===== src/rtl/axi4_lite_regfile.sv =====
// AXI4-Lite slave exposing NUM_REGS registers with byte-strobed writes and live register outputs.
// Optional macro AXI4_LITE_REGFILE_SLVERR_EN: invalid addresses answer SLVERR instead of OKAY.
module axi4_lite_regfile #(
  parameter int DATA_WIDTH = 32,
  parameter int ADDR_WIDTH = 32,
  parameter int NUM_REGS   = 8
) (
  input  logic                           aclk,
  input  logic                           areset,
  input  logic [ADDR_WIDTH-1:0]          awaddr,
  input  logic                           awvalid,
  output logic                           awready,
  input  logic [DATA_WIDTH-1:0]          wdata,
  input  logic [DATA_WIDTH/8-1:0]        wstrb,
  input  logic                           wvalid,
  output logic                           wready,
  output logic [1:0]                     bresp,
  output logic                           bvalid,
  input  logic                           bready,
  input  logic [ADDR_WIDTH-1:0]          araddr,
  input  logic                           arvalid,
  output logic                           arready,
  output logic [DATA_WIDTH-1:0]          rdata,
  output logic [1:0]                     rresp,
  output logic                           rvalid,
  input  logic                           rready,
  output logic [NUM_REGS*DATA_WIDTH-1:0] regs_o
);

  localparam int STRB_W = DATA_WIDTH / 8;
  localparam int LSB    = $clog2(STRB_W);
  localparam int IDX_W  = $clog2(NUM_REGS);
  localparam logic [ADDR_WIDTH:0] SPAN = (ADDR_WIDTH + 1)'(NUM_REGS * STRB_W);
  localparam logic [1:0] RESP_OKAY = 2'b00;
`ifdef AXI4_LITE_REGFILE_SLVERR_EN
  localparam logic [1:0] RESP_BAD = 2'b10;
`else
  localparam logic [1:0] RESP_BAD = 2'b00;
`endif

  function automatic logic addr_ok(input logic [ADDR_WIDTH-1:0] a);
    return ({1'b0, a} < SPAN) && (a[LSB-1:0] == '0);
  endfunction

  function automatic logic [IDX_W-1:0] addr_idx(input logic [ADDR_WIDTH-1:0] a);
    return a[LSB +: IDX_W];
  endfunction

  logic                  aw_held_q, aw_held_d;
  logic [ADDR_WIDTH-1:0] awaddr_q, awaddr_d;
  logic                  w_held_q, w_held_d;
  logic [DATA_WIDTH-1:0] wdata_q, wdata_d;
  logic [STRB_W-1:0]     wstrb_q, wstrb_d;
  logic                  bvalid_q, bvalid_d;
  logic [1:0]            bresp_q, bresp_d;
  logic                  rvalid_q, rvalid_d;
  logic [DATA_WIDTH-1:0] rdata_q, rdata_d;
  logic [1:0]            rresp_q, rresp_d;
  logic [DATA_WIDTH-1:0] regs_q [NUM_REGS];
  logic [DATA_WIDTH-1:0] regs_d [NUM_REGS];

  logic                  aw_fire, w_fire, ar_fire, do_write;
  logic [ADDR_WIDTH-1:0] wr_addr;
  logic [DATA_WIDTH-1:0] wr_data;
  logic [STRB_W-1:0]     wr_strb;
  logic [IDX_W-1:0]      wr_idx;

  // Readies are held low while reset is asserted so nothing handshakes during reset.
  assign awready = !areset && !aw_held_q && !bvalid_q;
  assign wready  = !areset && !w_held_q && !bvalid_q;
  assign arready = !areset && !rvalid_q;

  assign aw_fire  = awvalid && awready;
  assign w_fire   = wvalid && wready;
  assign ar_fire  = arvalid && arready;
  assign do_write = (aw_held_q || aw_fire) && (w_held_q || w_fire);
  assign wr_addr  = aw_held_q ? awaddr_q : awaddr;
  assign wr_data  = w_held_q ? wdata_q : wdata;
  assign wr_strb  = w_held_q ? wstrb_q : wstrb;
  assign wr_idx   = addr_idx(wr_addr);

  always_comb begin
    aw_held_d = aw_held_q;
    awaddr_d  = awaddr_q;
    w_held_d  = w_held_q;
    wdata_d   = wdata_q;
    wstrb_d   = wstrb_q;
    bvalid_d  = bvalid_q;
    bresp_d   = bresp_q;
    rvalid_d  = rvalid_q;
    rdata_d   = rdata_q;
    rresp_d   = rresp_q;
    regs_d    = regs_q;

    if (do_write) begin
      aw_held_d = 1'b0;
      w_held_d  = 1'b0;
      bvalid_d  = 1'b1;
      if (addr_ok(wr_addr)) begin
        bresp_d = RESP_OKAY;
        for (int b = 0; b < STRB_W; b++) begin
          if (wr_strb[b]) regs_d[wr_idx][8*b +: 8] = wr_data[8*b +: 8];
        end
      end else begin
        bresp_d = RESP_BAD;
      end
    end else begin
      if (aw_fire) begin
        aw_held_d = 1'b1;
        awaddr_d  = awaddr;
      end
      if (w_fire) begin
        w_held_d = 1'b1;
        wdata_d  = wdata;
        wstrb_d  = wstrb;
      end
      if (bvalid_q && bready) begin
        bvalid_d = 1'b0;
        bresp_d  = RESP_OKAY;
      end
    end

    // Reads sample regs_q, so a same-edge write is not visible to this read.
    if (ar_fire) begin
      rvalid_d = 1'b1;
      if (addr_ok(araddr)) begin
        rdata_d = regs_q[addr_idx(araddr)];
        rresp_d = RESP_OKAY;
      end else begin
        rdata_d = '0;
        rresp_d = RESP_BAD;
      end
    end else if (rvalid_q && rready) begin
      rvalid_d = 1'b0;
      rdata_d  = '0;
      rresp_d  = RESP_OKAY;
    end
  end

  always_ff @(posedge aclk) begin
    if (areset) begin
      aw_held_q <= 1'b0;
      awaddr_q  <= '0;
      w_held_q  <= 1'b0;
      wdata_q   <= '0;
      wstrb_q   <= '0;
      bvalid_q  <= 1'b0;
      bresp_q   <= '0;
      rvalid_q  <= 1'b0;
      rdata_q   <= '0;
      rresp_q   <= '0;
      for (int i = 0; i < NUM_REGS; i++) regs_q[i] <= '0;
    end else begin
      aw_held_q <= aw_held_d;
      awaddr_q  <= awaddr_d;
      w_held_q  <= w_held_d;
      wdata_q   <= wdata_d;
      wstrb_q   <= wstrb_d;
      bvalid_q  <= bvalid_d;
      bresp_q   <= bresp_d;
      rvalid_q  <= rvalid_d;
      rdata_q   <= rdata_d;
      rresp_q   <= rresp_d;
      for (int i = 0; i < NUM_REGS; i++) regs_q[i] <= regs_d[i];
    end
  end

  assign bvalid = bvalid_q;
  assign bresp  = bresp_q;
  assign rvalid = rvalid_q;
  assign rdata  = rdata_q;
  assign rresp  = rresp_q;

  for (genvar i = 0; i < NUM_REGS; i++) begin : g_regs_o
    assign regs_o[i*DATA_WIDTH +: DATA_WIDTH] = regs_q[i];
  end

endmodule


===== config.mk =====
export PLATFORM = sky130hd
export DESIGN_NAME = axi4_lite_regfile
export DESIGN_NICKNAME = d
export VERILOG_FILES = /design/src/rtl/axi4_lite_regfile.sv
export SDC_FILE = /design/constraint.sdc
export NUM_CORES = 1
export LEC_CHECK = 0
export BUFFER_PORTS_ARGS = -buffer_cell sky130_fd_sc_hd__buf_2
export CAP_MARGIN = 10
export CORE_ASPECT_RATIO = 1.4
export CORE_MARGIN = 3
export CORE_UTILIZATION = 45
export DETAILED_ROUTE_END_ITERATION = 6
export PLACE_DENSITY = 0.69
export SYNTH_ARGS = -nofsm -noshare
export SYNTH_HDL_FRONTEND = slang
export SYNTH_SLANG_ARGS = --single-unit
export TNS_END_PERCENT = 5

===== constraint.sdc =====
create_clock -name aclk -period 6.6 [get_ports aclk]
set_input_delay 0.99 -clock aclk [delete_from_list [all_inputs] [get_ports aclk]]
set_output_delay 0.99 -clock aclk [all_outputs]
set_load 0.02 [all_outputs]

==> results of run 1 <==
## registers in the layout (all words and copies together) (netlist names)
name,cells
wdata_q,32
bvalid,1
awaddr_q,32
w_held_q,1
wstrb_q,4
rvalid,1
regs_o,256
rdata,32
aw_held_q,1
## worst max-delay path by stage
| stage | startpoint | end | slack (ns) | cells past startpoint |
|---|---|---|---|---|
| 6_report | aw_held_q | regs_o[228] | 3.31 | 6 |
| 5_1_grt | aw_held_q | regs_o[238] | 3.05 | 6 |
| 4_1_cts | aw_held_q | regs_o[233] | 3.26 | 6 |
| 3_5_place_dp | awaddr[6] | regs_o[232] | 2.94 | 7 |
| 3_3_place_gp | awaddr[6] | regs_o[238] | 3.00 | 7 |
| 2_1_floorplan | areset | arready | 3.61 | 4 |
## metal layers
metal,vias to the layer above,global-route usage,part of all wire
met1,6394,0.2892,0.39
met4,12,0.1073,0.044
met5,-,0,0.0015
met2,502,0.4319,0.51
met3,133,0.04419,0.060
li1,6108,-,-
## worst register-to-register path, delay by kind of cell (launching register included)
kind	cells	cell delay (ns)
AO/OA/AOI/OAI	1	0.47
buffers and inverters	1	0.62
flip-flops	1	0.78
multiplexers	1	0.24
AND/OR/NAND/NOR	3	1.05
## cells in the mapped netlist (2+ instances only)
master         instances
buf_2                  9
nor2_1                40
nor3_1                 8
a32o_1                 2
nand2_1              426
buf_8                  3
a32oi_1                4
nand3b_1               2
mux2i_1              256
o2111ai_2              2
dlygate4sd3_1          3
dfxtp_1              360
o2111ai_4             30
nand4_1                6
mux4_2                64
nor2_4                 5
nor2b_1                5
inv_1                  4
a21oi_1               72
buf_1                 11
clkbuf_4               2
a22oi_1               32
mux2_2                68
and3b_1                2
nand3_1                4
nor4_1                15
dlygate4sd1_1          5
nor4b_1                2
clkbuf_1              60
buf_4                 10
## cell type report
| type | instances | area, um^2 | share of cell area |
|---|---|---|---|
| clock buffers | 54 | 1141 | 0.05803 |
| flip-flops and latches | 360 | 7208 | 0.3666 |
| inverters | 4 | 22.52 | 0.001145 |
| well taps | 456 | 570.5 | 0.02902 |
| multi-input cells | 1060 | 8503 | 0.4325 |
| repair buffers | 412 | 2107 | 0.1072 |
| clock inverters | 11 | 100.1 | 0.005091 |
| diodes | 4 | 10.01 | 0.0005091 |
## report_power, final
part	switching, mW	internal [mW]	total, mW
combinational	0.240	0.101	0.341
clock	0.877	1.24	2.12
sequential	0.0132	2.19	2.20
## cells by family (layout without fill, tap and decap cells)
logic type      after synthesis  count (layout)  synth area share
compound gates              147             147           0.09546
buf+inv                     108             481           0.03372
flops                       360             360            0.4445
mux                         388             388            0.2942
other cells                   1               8         0.0002313
simple gates                521             521            0.1319
## layout by cell type, fill, tap and decap left out, drive strengths merged
cell and count:
o2111ai 32, o2bb2ai 1, nor2b 5, nor3b 1, clkbuf 54, and3b 2, a32oi 4, or4 2
a21oi 74, mux2 68, a32o 2, buf 412, nand3 4, clkinv 7, mux2i 256, nor3 8
a211oi 1, bufinv 1, clkinvlp 2, nand2b 1, nor4b 2, a22oi 32, diode 4, nand2 426
dfxtp 360, nor4 16, nand3b 2, nand4 6, nor2 46, o221ai 1, conb 4, mux4 64
inv 5
==> summary.txt, run 1 <==
Placement
  • Area post-placement: 18,400 um^2
  • Pre-CTS setup slack: 2.937 ns
  • IO buf count: 399
  • DP Cell Count: 2,291
  • Hpwl dp: 34.19 mm
  • Final RePlAce weighted congestion: 0.8735

Worst setup path
  • CP top delay family: simple AND/OR/NAND/NOR gates
  • Worst Path Required: 6.98 ns
  • Kind of critical path: reg2reg
  • Buf+Inv Stages, Crit Path: 1
  • Worst setup EP type: register
  • CP Max Fanout: 23
  • CP max-delay cell: dfxtp_1
  • R2r setup slk: around 3.3 ns
  • CP cell instances: nor4b_1 > nand4_1 > nor2_4 > buf_4 > o2111ai_2 > mux2i_1
  • CP arrival: roughly 3.7 ns
  • Reg2Reg Depth: 6
  • R2R Path Start: aw_held_q
  • CP Launch Type: register
  • Reg2reg end: regs_o[228]
  • CP max stage delay: roughly 0.8 ns

Outcome
  • Outcome: finished clean

Die
  • Chip width: 166.4 um
  • I/O pin count: slightly above 400
  • Die footprint: 38,370 um^2
  • FP Rows: 81
  • Die Y: about 230 um
  • Initial core utilization: 0.4597
  • Core area: 35,270 um^2

Final layout
  • Final Cell Area: 19,660 um^2
  • # fillers: slightly above 3,000
  • Share of cells above drive strength 1: 0.3456
  • Area Growth Syn to Fin: 21.28%
  • Net count, final: 1,981
  • Post-layout util: 0.5575
  • Post-route insts no fill: around 2,400

Logic synthesis
  • Yosys warning count: 0
  • Synth Cell Area: 16,210 um^2
  • Gate Count Post-Synth: 1,525
  • Post-synthesis sequential area ratio: 0.4445
  • Area leader, netlist: dfxtp_1
  • Most used DFF post-synth: dfxtp_1
  • Post-synth top area share: 0.4445
  • #FFs+latches synth: 360
  • Async SR Flop Fraction: 0
  • Synth Area per Inst: 10.63 um^2
  • EDFF count, synth: 0
  • Synth area leaders: dfxtp_1, mux2i_1, nand2_1, mux4_2, o2111ai_4
  • Count of cell types in the netlist: 43

Route
  • Starting DRT DRC Count: 874
  • TritonRoute pass-1 iters: 5
  • Routed WL: 49.40 mm
  • DR vias/cell: 5.569
  • Drt wl/cell: 20.92 um
  • Via count: 13,150
  • Post-route ant nets: 0
  • DRC viols: 0

Clocking
  • Clk_lat worst skew: approximately 0.53 ns
  • Root buffer cell: clkbuf_16
  • Bufs on Longest Clock Path: 3
  • H-tree depth: 2
  • CTS tree: yes
  • CTS clock-pin slew for the worst setup and hold paths: 0.06 ns
  • Count of cells resized by post-cts repair: 0
  • Hold buffer count at cts: 0
  • Clock tree sinks: 360
  • TritonCTS Buffers: 36
  • Setup Buffers After CTS: 0

Global routing
  • First-pass GRT wire length: about 75 mm
  • Vias in the first global route: about 13,000
  • Initial antenna violation count: 11
  • GRT Overall Usage: 0.2439
  • Largest net degree at the start of global routing: roughly 170
  • Total grt overflow: 0

STA
  • Hold WS: roughly 0.45 ns
  • Clk_skew: 0.02598 ns
  • Final setup violation count: 0
  • Setup TNS: 0 ns
  • Slew @ Worst Pin: 1.080 ns
  • Pins Over Slew Limit: 0
  • Max Freq: 303.5 MHz
  • Final period util: 0.4992
  • Final worst-path setup slack: 3.305 ns
  • Min Tclk post-route: between 3 and 4 ns
  • Worst slew margin: 0.2802
  • RSZ-0062 raised after global routing: false
  • Fin. Hold Viols: 0

Power
  • Pleak: 9.537 nW
  • PwrDens: 237.0 nW/um^2
  • Worst vdd ir: about 190 uV
  • Overall power: 4.659 mW

Worst hold path
  • Hold Crit Depth: 2
  • Hold Path Sink: wstrb_q[0]
  • Hold_sp: wstrb_q[0]
  • Class of the worst hold path: reg2reg

Job
  • # Max-Cap Violations: 0
No activity file was read; power rests on OpenSTA's default activity.
==> inputs of run 2 (changes only) <==
clock period = 3.2 ns   (was 6.6 ns; I/O delays follow)
==> summary.txt, run 2 (synthesized netlist as in run 1, its figures left out) <==
Worst setup path
  • CP max stage delay: 0.44 ns
  • Buf+Inv Stages, Crit Path: 2
  • Worst Path Required: 3.58 ns
  • CP Launch Type: register
  • R2r setup slk: 0.76 ns
  • CP cell instances: buf_4 > nor4b_1 > nand4_1 > nor2_4 > buf_12 > o2111ai_2 > mux2i_1
  • Worst setup EP type: register
  • CP max-delay cell: dfxtp_1
  • CP top delay family: simple AND/OR/NAND/NOR gates
  • Reg2reg end: regs_o[237]
  • CP Max Fanout: 32
  • Reg2Reg Depth: 7
  • R2R Path Start: aw_held_q
  • Kind of critical path: reg2reg
  • CP arrival: 2.83 ns

STA
  • Final worst-path setup slack: around 0.76 ns
  • Pins Over Slew Limit: 0
  • Clk_skew: 0.008576 ns
  • Max Freq: 409.2 MHz
  • Final setup violation count: 0
  • Final period util: 0.7638
  • RSZ-0062 raised after global routing: false
  • Slew @ Worst Pin: 0.8741 ns
  • Min Tclk post-route: roughly 2.4 ns
  • Fin. Hold Viols: 0
  • Worst slew margin: 0.4173
  • Setup TNS: 0 ns

Route
  • TritonRoute pass-1 iters: 7
  • Routed WL: ~50 mm
  • Starting DRT DRC Count: 791
  • Drt wl/cell: ~21 um
  • DR vias/cell: 5.519
  • DRC viols: 0
  • Via count: 13,160
  • Post-route ant nets: 0

Worst hold path
  • Class of the worst hold path: in2reg
  • Hold Path Sink: rvalid
  • Hold_sp: rready
  • Hold Crit Depth: 2

Clocking
  • CTS tree: yes
  • Clock tree sinks: 360
  • H-tree depth: 2
  • Clk_lat worst skew: approximately 0.53 ns
  • Count of cells resized by post-cts repair: 0
  • Bufs on Longest Clock Path: 3
  • Root buffer cell: clkbuf_16
  • Setup Buffers After CTS: 0
  • Hold buffer count at cts: 0
  • CTS clock-pin slew for the worst setup and hold paths: approximately 0.06 ns
  • TritonCTS Buffers: 37

Global routing
  • Vias in the first global route: 13,310
  • First-pass GRT wire length: 76.49 mm
  • GRT Overall Usage: 0.2495
  • Largest net degree at the start of global routing: 135
  • Initial antenna violation count: 10
  • Total grt overflow: 0

Power
  • Overall power: around 9.7 mW
  • Share of total power in the clock network: 0.457
  • Reg power frac: 0.465
  • Worst vdd ir: 352.6 uV
  • Pleak: 9.675 nW
  • Psw: 2.311 mW
  • PwrDens: 488.8 nW/um^2
  • Sw Ratio: 0.2372
  • Combinational power share: 0.078
  • Cell Int Power: 7.430 mW

Die
  • Die footprint: ~38,000 um^2
  • Initial core utilization: 0.4597
  • Die Y: roughly 230 um
  • FP Rows: a little over 80
  • Chip width: 166.4 um
  • I/O pin count: 404
  • Core area: around 35,000 um^2

Final layout
  • Commonest non-fill, non-tap cell in the layout: nand2_1
  • Share of cells above drive strength 1: 0.3510
  • Net count, final: approximately 2,000
  • Largest register FFs: approximately 260
  • Most frequent cells in the layout: nand2_1, buf_2, dfxtp_1
  • Area Growth Syn to Fin: 22.92%

Outcome
  • Outcome: finished clean

Job
  • # Max-Cap Violations: 0

Placement
  • IO buf count: between 300 and 400
  • Hpwl dp: roughly 36 mm
  • Final RePlAce weighted congestion: 0.8720
  • Pre-CTS setup slack: 0.5290 ns
-- run 2: changes by cell type in the layout (fill, tap and decap cells not counted) --
cell	change
buf_12	+7
buf_4	+16
buf_8	-1
bufinv_16	+2
clkbuf_1	+4
clkbuf_16	+1
clkbuf_8	-4
clkinv_2	-1
clkinv_8	-1
clkinvlp_4	-1
diode_2	+2
-- run 2: how the worst max path moves through the flow --
stage                     startpoint     endpoint  cells after the start
after detailed placement   awaddr[6]  regs_o[237]                      7
after global placement     awaddr[6]  regs_o[238]                      7
final                      aw_held_q  regs_o[237]                      7
after floorplan            awaddr[0]  regs_o[160]                      5
after CTS                  aw_held_q  regs_o[237]                      7
after global routing       aw_held_q  regs_o[238]                      7
-- run 2: metrics by stage --
| step | cell area (um^2) | hold slack, ns | std cells | utilization |
|---|---|---|---|---|
| 2_1_floorplan | 16220 | 0.4308 | 1528 | - |
| 3_3_place_gp | 18660 | 0.4381 | 2314 | 0.5290 |
| 3_5_place_dp | 18660 | 0.4430 | 2314 | 0.5290 |
| 4_1_cts | 19910 | 0.1609 | 2379 | 0.5646 |
| 5_1_grt | 19920 | 0.1814 | 2383 | 0.5649 |
| 6_report | 19930 | 0.1878 | 2385 | 0.5651 |
-- run 2: power groups by stage --
stage | Sequential (mW) | Combinational [mW] | Clock [mW]
3_3_place_gp | 4.63 | 0.747 | 0
6_report | 4.53 | 0.756 | 4.45
2_1_floorplan | 4.63 | 0.507 | 0
3_5_place_dp | 4.63 | 0.757 | 0
5_1_grt | 4.54 | 0.814 | 4.71
4_1_cts | 4.53 | 0.759 | 4.54
-- run 2: area by class of cell --
class | instances | area [um^2]
fillers | 3116 | 15340
multi-input cells | 1060 | 8503
flip-flops and latches | 360 | 7208
repair buffers | 434 | 2352
clock buffers | 55 | 1126
well taps | 456 | 570.5
clock inverters | 10 | 131.4
inverters | 4 | 22.52
diodes | 6 | 15.01
-- run 2: per-layer routing --
metal	routed length (um)	GRT usage
met5	72	0
met4	2408	0.1207
met3	2905	0.04505
met2	25380	0.4434
met1	19100	0.2899
==> inputs of run 3 (changes only) <==
ABC_AREA = 1   (was not set)
PLACE_DENSITY = 0.68   (was 0.69)
clock period = 2.3 ns   (was 3.2 ns; I/O delays follow)
==> summary.txt, run 3 <==
Outcome
  • Outcome: finished clean

Global routing
  • First-pass GRT wire length: 103.2 mm
  • Gr busiest metal: met2
  • GRT Overall Usage: 0.2954
  • Vias in the first global route: 18,810
  • Grt met3 use: 0.06191
  • Largest net degree at the start of global routing: 172
  • Met2 usage: 0.5086
  • Initial antenna violation count: 13
  • Routing usage on met1: 0.3527
  • Total grt overflow: 0

Route
  • Routed WL: between 60 and 70 mm
  • Drt wl/cell: 17.41 um
  • DRC viols: 0
  • Post-route ant nets: 0
  • Via count: 20,260
  • TritonRoute pass-1 iters: 6
  • DR vias/cell: 5.142
  • Starting DRT DRC Count: 1,574

Logic synthesis
  • Area leader, netlist: dfxtp_1
  • Count of cell types in the netlist: 32
  • Synth Area per Inst: 6.275 um^2
  • Async SR Flop Fraction: 0
  • Post-synthesis sequential area ratio: 0.3817
  • #FFs+latches synth: 360
  • Most used DFF post-synth: dfxtp_1
  • Synth Cell Area: 18,880 um^2
  • Synth area leaders: dfxtp_1, nand2_1, nor2_1, inv_1, o21ai_0
  • Post-synth top area share: 0.3817
  • Post-synth top cells: nand2_1, nor2_1, inv_1, dfxtp_1, o21ai_0
  • EDFF count, synth: 0
  • Yosys warning count: 0
  • Count leader, synth: nand2_1
  • Gate Count Post-Synth: 3,009

STA
  • Fin. Hold Viols: 0
  • Slew @ Worst Pin: 0.8762 ns
  • Final setup violation count: 0
  • Min Tclk post-route: 2.149 ns
  • Pins Over Slew Limit: 0
  • RSZ-0062 raised after global routing: true
  • Final worst-path setup slack: 0.1514 ns
  • Worst slew margin: 0.4159
  • Final period util: 0.9342
  • Max Freq: 465.4 MHz
  • Clk_skew: 0.01699 ns

Final layout
  • Net count, final: 3,478
  • Commonest non-fill, non-tap cell in the layout: nand2_1
  • Area Growth Syn to Fin: 23.17%
  • Post-layout util: 0.5632
  • Register area: 7208 um^2
  • Most frequent cells in the layout: nand2_1, nor2_1, inv_1
  • Share of cells above drive strength 1: 0.1843
  • Final Cell Area: 23,260 um^2
  • Largest register FFs: approximately 260
  • Multi-input logic area: 8900 um^2
  • # fillers: between 4,000 and 5,000

Die
  • Core area: 41,290 um^2
  • I/O pin count: 404
  • Die footprint: 44,490 um^2
  • Initial core utilization: 0.4573
  • Die Y: between 200 and 250 um
  • Chip width: about 180 um
  • FP Rows: 88

Clocking
  • Bufs on Longest Clock Path: 3
  • CTS clock-pin slew for the worst setup and hold paths: 0.06 ns
  • Clk_lat worst skew: 0.54 ns
  • TritonCTS Buffers: 39
  • Clock tree sinks: 360
  • Root buffer cell: clkbuf_16
  • CTS tree: yes
  • Setup Buffers After CTS: 0
  • H-tree depth: 2

Placement
  • Area post-placement: 21,910 um^2
  • Hpwl dp: 48.36 mm
  • Final RePlAce weighted congestion: ~0.9
  • Pre-CTS setup slack: approximately 0.14 ns
  • IO buf count: 399

Worst setup path
  • CP Max Fanout: 16
  • Worst setup EP type: register
  • Kind of critical path: reg2reg
  • Reg2Reg Depth: 10
  • Worst Path Required: 2.78 ns
  • CP arrival: 2.62 ns
  • CP Launch Type: register

Worst hold path
  • Hold Crit Depth: 2
  • Class of the worst hold path: in2reg

Job
  • # Max-Cap Violations: 0

Power
  • Overall power: 14.66 mW
  • Pleak: 11.99 nW
  • PwrDens: 630.4 nW/um^2
  • Worst vdd ir: 542.9 uV
run 3: logic make-up (layout without fill, tap and decap cells):
family,Yosys count,count (layout),share of synthesized area
muxes,24,24,0.01272
AOI/OAI and AO/OA,374,374,0.09973
other,1,8,0.0001986
and+or+nand+nor,1541,1541,0.3575
buffers and inverters,709,1093,0.1481
DFF,360,360,0.3817
run 3: final timing paths:
| path | from | slack [ns] | to |
|---|---|---|---|
| max | aw_held_q | 0.15 | regs_o[43] |
| min | rready | 0.02 | rvalid |
| max reg2reg | aw_held_q | 0.15 | regs_o[43] |
| min reg2reg | awaddr_q[27] | 0.45 | awaddr_q[27] |
run 3: routing by layer:
layer | vias to the layer above | wire (um)
met5 | - | 155
met4 | 18 | 3145
met3 | 181 | 5598
met2 | 864 | 33440
met1 | 9204 | 26250
li1 | 9992 | -
run 3: through the flow:
step / std cells / hold slack [ns] / setup TNS (ns)
floorplan: 3012 / 0.4292 / 0
finish: 3940 / 0.02493 / 0
global placement: 3870 / 0.4420 / 0
detailed placement: 3870 / 0.4480 / 0
CTS: 3936 / 0.003716 / 0
global route: 3938 / 0.02800 / -0.01660
run 3: timing repair:
action,4_1_cts,5_1_grt
resized for setup,0,2
endpoints found under the setup margin,0,31
hold buffers,0,0
run 3: layout make-up:
class | instances | area share
repair buffers | 509 | 0.1369
clock buffers | 56 | 0.05041
clock inverters | 10 | 0.006456
well taps | 540 | 0.02905
multi-input cells | 1943 | 0.3827
diodes | 4 | 0.0004304
inverters | 518 | 0.08414
flip-flops and latches | 360 | 0.3099
run 3: report_power, final:
group | switching, mW | total, mW | leakage [nW] | internal [mW]
Clock | 2.62 | 6.60 | 0.657 | 3.97
Sequential | 0.0470 | 6.38 | 2.91 | 6.33
Combinational | 1.18 | 1.69 | 8.42 | 0.508
Total | 3.85 | 14.7 | 12.0 | 10.8
run 3: worst max-delay path, stage by stage, from the launching register on:
cell     delay, ns
dfxtp_1       0.35
buf_4         0.18
or2_1         0.20
nor2_1        0.10
nand3_1       0.11
nand2_2       0.16
buf_4         0.32
nand4_2       0.37
nand2_1       0.16
inv_1         0.05
nor2_1        0.09
